<file path="src/rtl/rv32_bus_pkg.sv">
// Shared types for the rv32 memory-bus arbiter: FSM state and the latched bus request.
// Request fields are sized for the widest supported bus; narrower instances zero-extend.
package rv32_bus_pkg;

    localparam int RV32_BUS_MAX_ADDR = 64;
    localparam int RV32_BUS_MAX_DATA = 64;
    localparam int RV32_BUS_MAX_MASK = RV32_BUS_MAX_DATA / 8;

    typedef enum logic {
        IDLE = 1'b0,
        BUSY = 1'b1
    } bus_state_t;

    typedef struct packed {
        logic [RV32_BUS_MAX_ADDR-1:0] address;
        logic [RV32_BUS_MAX_MASK-1:0] write_mask;
        logic [RV32_BUS_MAX_DATA-1:0] write_value;
    } rv32_bus_req_t;

endpackage

</file>
<file path="src/rtl/rv32_rr_arbiter.sv">
// Combinational requester selection: fixed priority (scan from 0) or round-robin
// (scan from rr_ptr, wrapping). Produces one-hot and binary grant.
module rv32_rr_arbiter #(
    parameter int NUM_PORTS = 2,
    parameter int PTR_WIDTH = 1
) (
    input  logic [NUM_PORTS-1:0] req,
    input  logic [PTR_WIDTH-1:0] rr_ptr,
    input  logic                 round_robin,
    output logic [NUM_PORTS-1:0] grant_onehot,
    output logic [PTR_WIDTH-1:0] grant_bin
);

    always_comb begin
        int   start;
        int   idx;
        logic found;
        grant_onehot = '0;
        grant_bin    = '0;
        found        = 1'b0;
        idx          = 0;
        start        = round_robin ? int'(rr_ptr) : 0;
        for (int k = 0; k < NUM_PORTS; k++) begin
            idx = start + k;
            if (idx >= NUM_PORTS) begin
                idx = idx - NUM_PORTS;
            end
            if (!found && req[idx]) begin
                found             = 1'b1;
                grant_onehot[idx] = 1'b1;
                grant_bin         = PTR_WIDTH'(idx);
            end
        end
    end

endmodule

</file>
<file path="src/rtl/rv32_bus_arbiter.sv">
// Shares one valid/ready memory bus between several rv32 requesters with an
// IDLE arbitration cycle, registered bus fields and an optional wait-state timeout.
module rv32_bus_arbiter
    import rv32_bus_pkg::*;
#(
    parameter int NUM_PORTS      = 2,
    parameter int ADDR_WIDTH     = 32,
    parameter int DATA_WIDTH     = 32,
    parameter int ROUND_ROBIN    = 0,
    parameter int TIMEOUT_CYCLES = 0
) (
    input  logic                              clk,
    input  logic                              reset,
    input  logic [NUM_PORTS-1:0]              port_valid_in,
    input  logic [NUM_PORTS*ADDR_WIDTH-1:0]   port_address_in,
    input  logic [NUM_PORTS*DATA_WIDTH/8-1:0] port_write_mask_in,
    input  logic [NUM_PORTS*DATA_WIDTH-1:0]   port_write_value_in,
    output logic [NUM_PORTS-1:0]              port_ready_out,
    output logic [NUM_PORTS-1:0]              port_error_out,
    output logic [DATA_WIDTH-1:0]             port_read_value_out,
    output logic                              bus_valid_out,
    output logic [ADDR_WIDTH-1:0]             bus_address_out,
    output logic [DATA_WIDTH/8-1:0]           bus_write_mask_out,
    output logic [DATA_WIDTH-1:0]             bus_write_value_out,
    input  logic                              bus_ready_in,
    input  logic [DATA_WIDTH-1:0]             bus_read_value_in
);

    localparam int MASK_WIDTH = DATA_WIDTH / 8;
    localparam int PTR_W      = (NUM_PORTS > 1) ? $clog2(NUM_PORTS) : 1;
    localparam int CNT_W      = (TIMEOUT_CYCLES > 0) ? $clog2(TIMEOUT_CYCLES + 1) : 1;
    localparam logic [CNT_W-1:0] TIMEOUT_LAST = CNT_W'((TIMEOUT_CYCLES > 0) ? TIMEOUT_CYCLES - 1 : 0);

    bus_state_t    state_reg, state_next;
    logic [PTR_W-1:0] grant_reg, grant_next;
    logic [PTR_W-1:0] rr_ptr_reg, rr_ptr_next;
    logic [CNT_W-1:0] wait_cnt_reg, wait_cnt_next;
    rv32_bus_req_t req_reg, req_next;
    rv32_bus_req_t port_req [NUM_PORTS];

    logic [NUM_PORTS-1:0] arb_onehot;
    logic [PTR_W-1:0]     arb_bin;
    logic                 busy;
    logic                 timeout_hit;
    logic                 xfer_done;
    logic                 req_unused;

    generate
        for (genvar gi = 0; gi < NUM_PORTS; gi++) begin : g_port
            assign port_req[gi].address     = RV32_BUS_MAX_ADDR'(port_address_in[gi*ADDR_WIDTH +: ADDR_WIDTH]);
            assign port_req[gi].write_mask  = RV32_BUS_MAX_MASK'(port_write_mask_in[gi*MASK_WIDTH +: MASK_WIDTH]);
            assign port_req[gi].write_value = RV32_BUS_MAX_DATA'(port_write_value_in[gi*DATA_WIDTH +: DATA_WIDTH]);
            assign port_ready_out[gi] = xfer_done && (grant_reg == PTR_W'(gi));
            assign port_error_out[gi] = busy && timeout_hit && (grant_reg == PTR_W'(gi));
        end
    endgenerate

    rv32_rr_arbiter #(
        .NUM_PORTS (NUM_PORTS),
        .PTR_WIDTH (PTR_W)
    ) u_arbiter (
        .req          (port_valid_in),
        .rr_ptr       (rr_ptr_reg),
        .round_robin  (ROUND_ROBIN != 0),
        .grant_onehot (arb_onehot),
        .grant_bin    (arb_bin)
    );

    assign busy        = (state_reg == BUSY);
    // A bus response in the limit cycle wins over the timeout.
    assign timeout_hit = (TIMEOUT_CYCLES > 0) && (wait_cnt_reg == TIMEOUT_LAST) && !bus_ready_in;
    assign xfer_done   = busy && (bus_ready_in || timeout_hit);

    assign port_read_value_out = (busy && bus_ready_in) ? bus_read_value_in : '0;
    assign bus_valid_out       = busy;
    assign bus_address_out     = req_reg.address[ADDR_WIDTH-1:0];
    assign bus_write_mask_out  = req_reg.write_mask[MASK_WIDTH-1:0];
    assign bus_write_value_out = req_reg.write_value[DATA_WIDTH-1:0];
    assign req_unused          = ^req_reg;

    always_comb begin
        state_next    = state_reg;
        grant_next    = grant_reg;
        rr_ptr_next   = rr_ptr_reg;
        wait_cnt_next = wait_cnt_reg;
        req_next      = req_reg;
        case (state_reg)
            IDLE: begin
                if (|arb_onehot) begin
                    state_next    = BUSY;
                    grant_next    = arb_bin;
                    wait_cnt_next = '0;
                    req_next      = port_req[arb_bin];
                end
            end
            BUSY: begin
                if (xfer_done) begin
                    state_next = IDLE;
                    if (ROUND_ROBIN != 0) begin
                        rr_ptr_next = (grant_reg == PTR_W'(NUM_PORTS - 1)) ? '0 : grant_reg + 1'b1;
                    end
                end else if (TIMEOUT_CYCLES > 0) begin
                    wait_cnt_next = wait_cnt_reg + 1'b1;
                end
            end
            default: state_next = IDLE;
        endcase
    end

    always_ff @(posedge clk) begin
        if (reset) begin
            state_reg    <= IDLE;
            grant_reg    <= '0;
            rr_ptr_reg   <= '0;
            wait_cnt_reg <= '0;
            req_reg      <= '0;
        end else begin
            state_reg    <= state_next;
            grant_reg    <= grant_next;
            rr_ptr_reg   <= rr_ptr_next;
            wait_cnt_reg <= wait_cnt_next;
            req_reg      <= req_next;
        end
    end

endmodule

</file>
<file path="config.mk">
export PLATFORM = sky130hd
export DESIGN_NAME = rv32_bus_arbiter
export DESIGN_NICKNAME = d
export VERILOG_FILES = /design/src/rtl/rv32_bus_pkg.sv /design/src/rtl/rv32_rr_arbiter.sv /design/src/rtl/rv32_bus_arbiter.sv
export SDC_FILE = /design/constraint.sdc
export NUM_CORES = 1
export LEC_CHECK = 0
export ABC_AREA = 1
export CAP_MARGIN = 5
export CORE_ASPECT_RATIO = 1.75
export CORE_MARGIN = 2
export CORE_UTILIZATION = 25
export CTS_CLUSTER_DIAMETER = 80
export CTS_CLUSTER_SIZE = 30
export DETAILED_ROUTE_END_ITERATION = 10
export PLACE_DENSITY = 0.59
export SYNTH_ARGS = -nofsm -noshare
export SYNTH_HDL_FRONTEND = slang
export SYNTH_SLANG_ARGS = --single-unit
</file>
<file path="constraint.sdc">
create_clock -name clk -period 1.3 [get_ports clk]
set_clock_uncertainty 0.15 [all_clocks]
set_input_delay 0.13 -clock clk [delete_from_list [all_inputs] [get_ports clk]]
set_output_delay 0.13 -clock clk [all_outputs]
set_load 0.01 [all_outputs]
</file>
==> out/qor.log, run 1 <==
[outcome] outcome finished, violations left
[outcome] failing checks setup timing
[final_layout] Total Nets Final 1272
[timing] fmax 0.6569 GHz
[timing] fin. max-slew vios 0
[floorplan] boundary pin count 278
[logic_synthesis] summed instance area of the synthesized netlist 4272 µm²
[placement] routability congestion estimate from global placement 0.7912
[floorplan] initial standard-cell utilization of the core 25.32%
[final_layout] n_diodes 0
[timing] period utilisation layout 117.1%
[routing] Routed Wire Length 17490 µm
[pwr] P_leak 4.706 nW
[setup_path] biggest fanout along the worst timing path 8
[clocking] root buffer selected by CTS sky130_fd_sc_hd__clkbuf_16
[logic_synthesis] most area-consuming cells after synthesis sky130_fd_sc_hd__dfxtp_1 (33%), sky130_fd_sc_hd__nand2_1 (24%), sky130_fd_sc_hd__nor2_1 (21%)
[routing] remaining routing DRC violations 0
[logic_synthesis] fraction of post-synthesis cell area in the top cell type by area 32.81%
[setup_path] CP startpoint bus_valid_out$_SDFF_PP0_
[routing] overall via count from detail_route 5312
[setup_path] type of element capturing the critical path register
[logic_synthesis] post-synthesis cell count 804
[setup_path] worst stage delay on the critical path 0.36 ns
[hold_path] HP Class input pin to register
[routing] DR vias/cell 3.991
[placement] total placed instance area 7332 µm²
[routing] routed length per placed instance 13.14 µm
[timing] unrepaired setup endpoints after global routing true
[routing] TritonRoute pass-1 iters 4
[setup_path] Critical Path Source Type register
[setup_path] number of logic stages on the critical path including buffering 10
[logic_synthesis] Yosys reg bits 70
[final_layout] final cell area excluding filler cells 8591 µm²
[global_routing] maximum number of pins on one net before global-route repair 63
[global_routing] grt total ovfl 0
[clocking] clock edge transition at the registers on the reported setup and hold paths 0.06 ns
[floorplan] full die area 18190 µm²
[setup_path] cell-by-cell trace of the critical path buf_6 > buf_6 > inv_4 > o21ai_4 > buf_12 > buf_12 > buf_16 > nand2_2 > nand2_1 > nor2_1
[placement] detailed placement HPWL 11180 µm
[setup_path] capture point of the critical path bus_write_value_out[1]$_SDFFE_PP0P_
[logic_synthesis] most common cell in the netlist sky130_fd_sc_hd__nand2_1
[setup_path] cell family contributing the most delay on the critical path buffers and inverters
[floorplan] row count 63
[global_routing] initial antenna violation count 0
[clocking] maximum buffer depth of the clock tree 2
[routing] initial detailed-routing violation count 86
[final_layout] share of layout cells above drive strength 1 21.92%
[clocking] TritonCTS clock tree built
[timing] post-layout minimum cycle time 1.522 ns
[setup_path] Reg2Reg Depth 10
[setup_path] number of buffers and inverters on the critical path 6
[routing] DRT antenna net count 0
[logic_synthesis] number of enable flip-flop cells after synthesis 0
[clocking] clock latency of the later-clocked register in the worst-skew pair 0.33 ns
[clocking] number of buffers created by CTS 9
[clocking] Sink Count 70
[timing] Fin Hold WS 0.1955 ns
[timing] final-report hold violation count 0
[logic_synthesis] fraction of registers with async set/reset 0%
[logic_synthesis] top post-synthesis cells by count sky130_fd_sc_hd__nand2_1 (275), sky130_fd_sc_hd__nor2_1 (238), sky130_fd_sc_hd__inv_1 (169)
[pwr] IR drop worst, VDD 0.0005554 V
[setup_path] Data required, critical path 1.42 ns
[setup_path] arrival time worst endpoint 1.64 ns
[final_layout] area overhead of the layout relative to synthesis 101.1%
[logic_synthesis] Synth Warn # 0
[clocking] Post-CTS Hold Buffers 0
[setup_path] reg-to-reg critical path endpoint bus_write_value_out[1]$_SDFFE_PP0P_
[logic_synthesis] fraction of the yosys area taken by sequential cells 32.81%
[placement] quantity of I/O buffers inserted on ports 275
[logic_synthesis] Synth cell types 17
[logic_synthesis] predominant post-synthesis flop cell sky130_fd_sc_hd__dfxtp_1
[global_routing] global-route wire length before repair 24270 µm
[run] total of max-cap violations 0
[clocking] H-tree levels 3
[floorplan] vertical die dimension 176.9 µm
[setup_path] Crit Path Class register to register
[logic_synthesis] average footprint of a synthesized cell 5.313 µm²
[floorplan] x dimension of the die 102.8 µm
[pwr] power per unit of standard cell area 902.2 nW/µm²
[floorplan] Core Area 16870 µm²
[setup_path] origin of the critical flop-to-flop path bus_valid_out$_SDFF_PP0_
[global_routing] number of global-route vias before repair 4746
[logic_synthesis] largest area contributor in the netlist sky130_fd_sc_hd__dfxtp_1
[setup_path] standard cell with the maximum stage delay on the critical path sky130_fd_sc_hd__dfxtp_4
[timing] # setup viols final 104
[setup_path] worst setup slack for register-to-register paths -0.22 ns
[hold_path] min-delay src port_valid_in[1]
[global_routing] global routing usage summed across all routing layers 17.95%
[timing] worst path setup slack after routing -0.2224 ns
## kinds of logic after synthesis
| family | count (synthesis) | share of synthesized area [%] |
|---|---|---|
| compound gates | 3 | 0.6152 |
| other cells | 1 | 0.08779 |
| buf+inv | 213 | 20.74 |
| simple gates | 517 | 45.75 |
| flops | 70 | 32.81 |
## routing by layer
| metal | GRT usage [%] | vias up | routed length [µm] | part of all wire, % |
|---|---|---|---|---|
| li1 | - | 2813 | - | - |
| met3 | 3.870 | 26 | 1220 | 7.0 |
| met2 | 35.19 | 193 | 9714 | 56 |
| met4 | 7.456 | 0 | 525 | 3.0 |
| met5 | 0 | - | 0 | 0 |
| met1 | 17.36 | 2280 | 6031 | 34 |
## worst reg2reg max path: cells and delay by family, from the launching register on
kind	cells	cell delay [ns]
compound gates	1	0.08
buf+inv	6	0.70
flops	1	0.36
simple gates	3	0.17
## power breakdown
part / leakage, nW / switching (mW) / internal (mW)
clock network: 0.137 / 0.939 / 1.48
registers: 0.582 / 0.0956 / 2.36
logic: 3.99 / 1.35 / 1.53
## placed cells by master (no fill, tap or decap), drive strengths merged
cell type and n:
clkinvlp 1, dfxtp 70, buf 82, clkinv 2
a21oi 2, bufinv 1, dlygate4sd2 67, conb 2
nand3 1, clkbuf 15, o21ai 1, nor2 240
clkdlybuf4s50 171, clkdlybuf4s15 1, nand2 276, inv 172
## stage by stage
stage / setup TNS, ns / power (mW) / std cells / util (%) / setup slack (ns)
global placement: -41.45 / 4.774 / 1285 / 43.47 / -0.4513
finish: -14.90 / 7.751 / 1331 / 50.93 / -0.2224
global route: -22.01 / 8.221 / 1331 / 50.93 / -0.2952
floorplan: 0 / 3.503 / 805 / - / 0.02931
CTS: -16.97 / 7.682 / 1332 / 48.84 / -0.2405
detailed placement: -43.88 / 4.793 / 1285 / 43.47 / -0.4681
## worst min-delay path by stage
| stage | endpoint | slack [ns] | cells past startpoint |
|---|---|---|---|
| floorplan | grant_reg$_SDFFE_PP0P_ | 0.05 | 1 |
| global placement | bus_write_value_out[22]$_SDFFE_PP0P_ | 0.35 | 4 |
| detailed placement | bus_address_out[26]$_SDFFE_PP0P_ | 0.35 | 4 |
| CTS | bus_valid_out$_SDFF_PP0_ | 0.20 | 3 |
| global route | bus_valid_out$_SDFF_PP0_ | 0.22 | 3 |
| finish | bus_valid_out$_SDFF_PP0_ | 0.20 | 3 |
## cell type report
type,count,area (µm²)
Fill cell,1802,8278
Timing Repair Buffer,324,3386
Sequential cell,70,1405
Clock inverter,4,47.55
Multi-Input combinational cell,522,2584
Inverter,172,648.1
Tap cell,227,284.0
Clock buffer,12,236.5
## timing repair
item	4_1_cts	5_1_grt
buffers inserted	16	4
pin swaps	46	65
gates cloned	16	3
gates resized for setup	296	139
setup endpoints to repair	171	105
No activity file was read; power rests on OpenSTA's default activity.
==> run 2: changes to the inputs <==
Settings changed: CTS_CLUSTER_SIZE 30 to default.
==> results of run 2 <==
Final layout, timing and power as in run 1 (identical DEF).
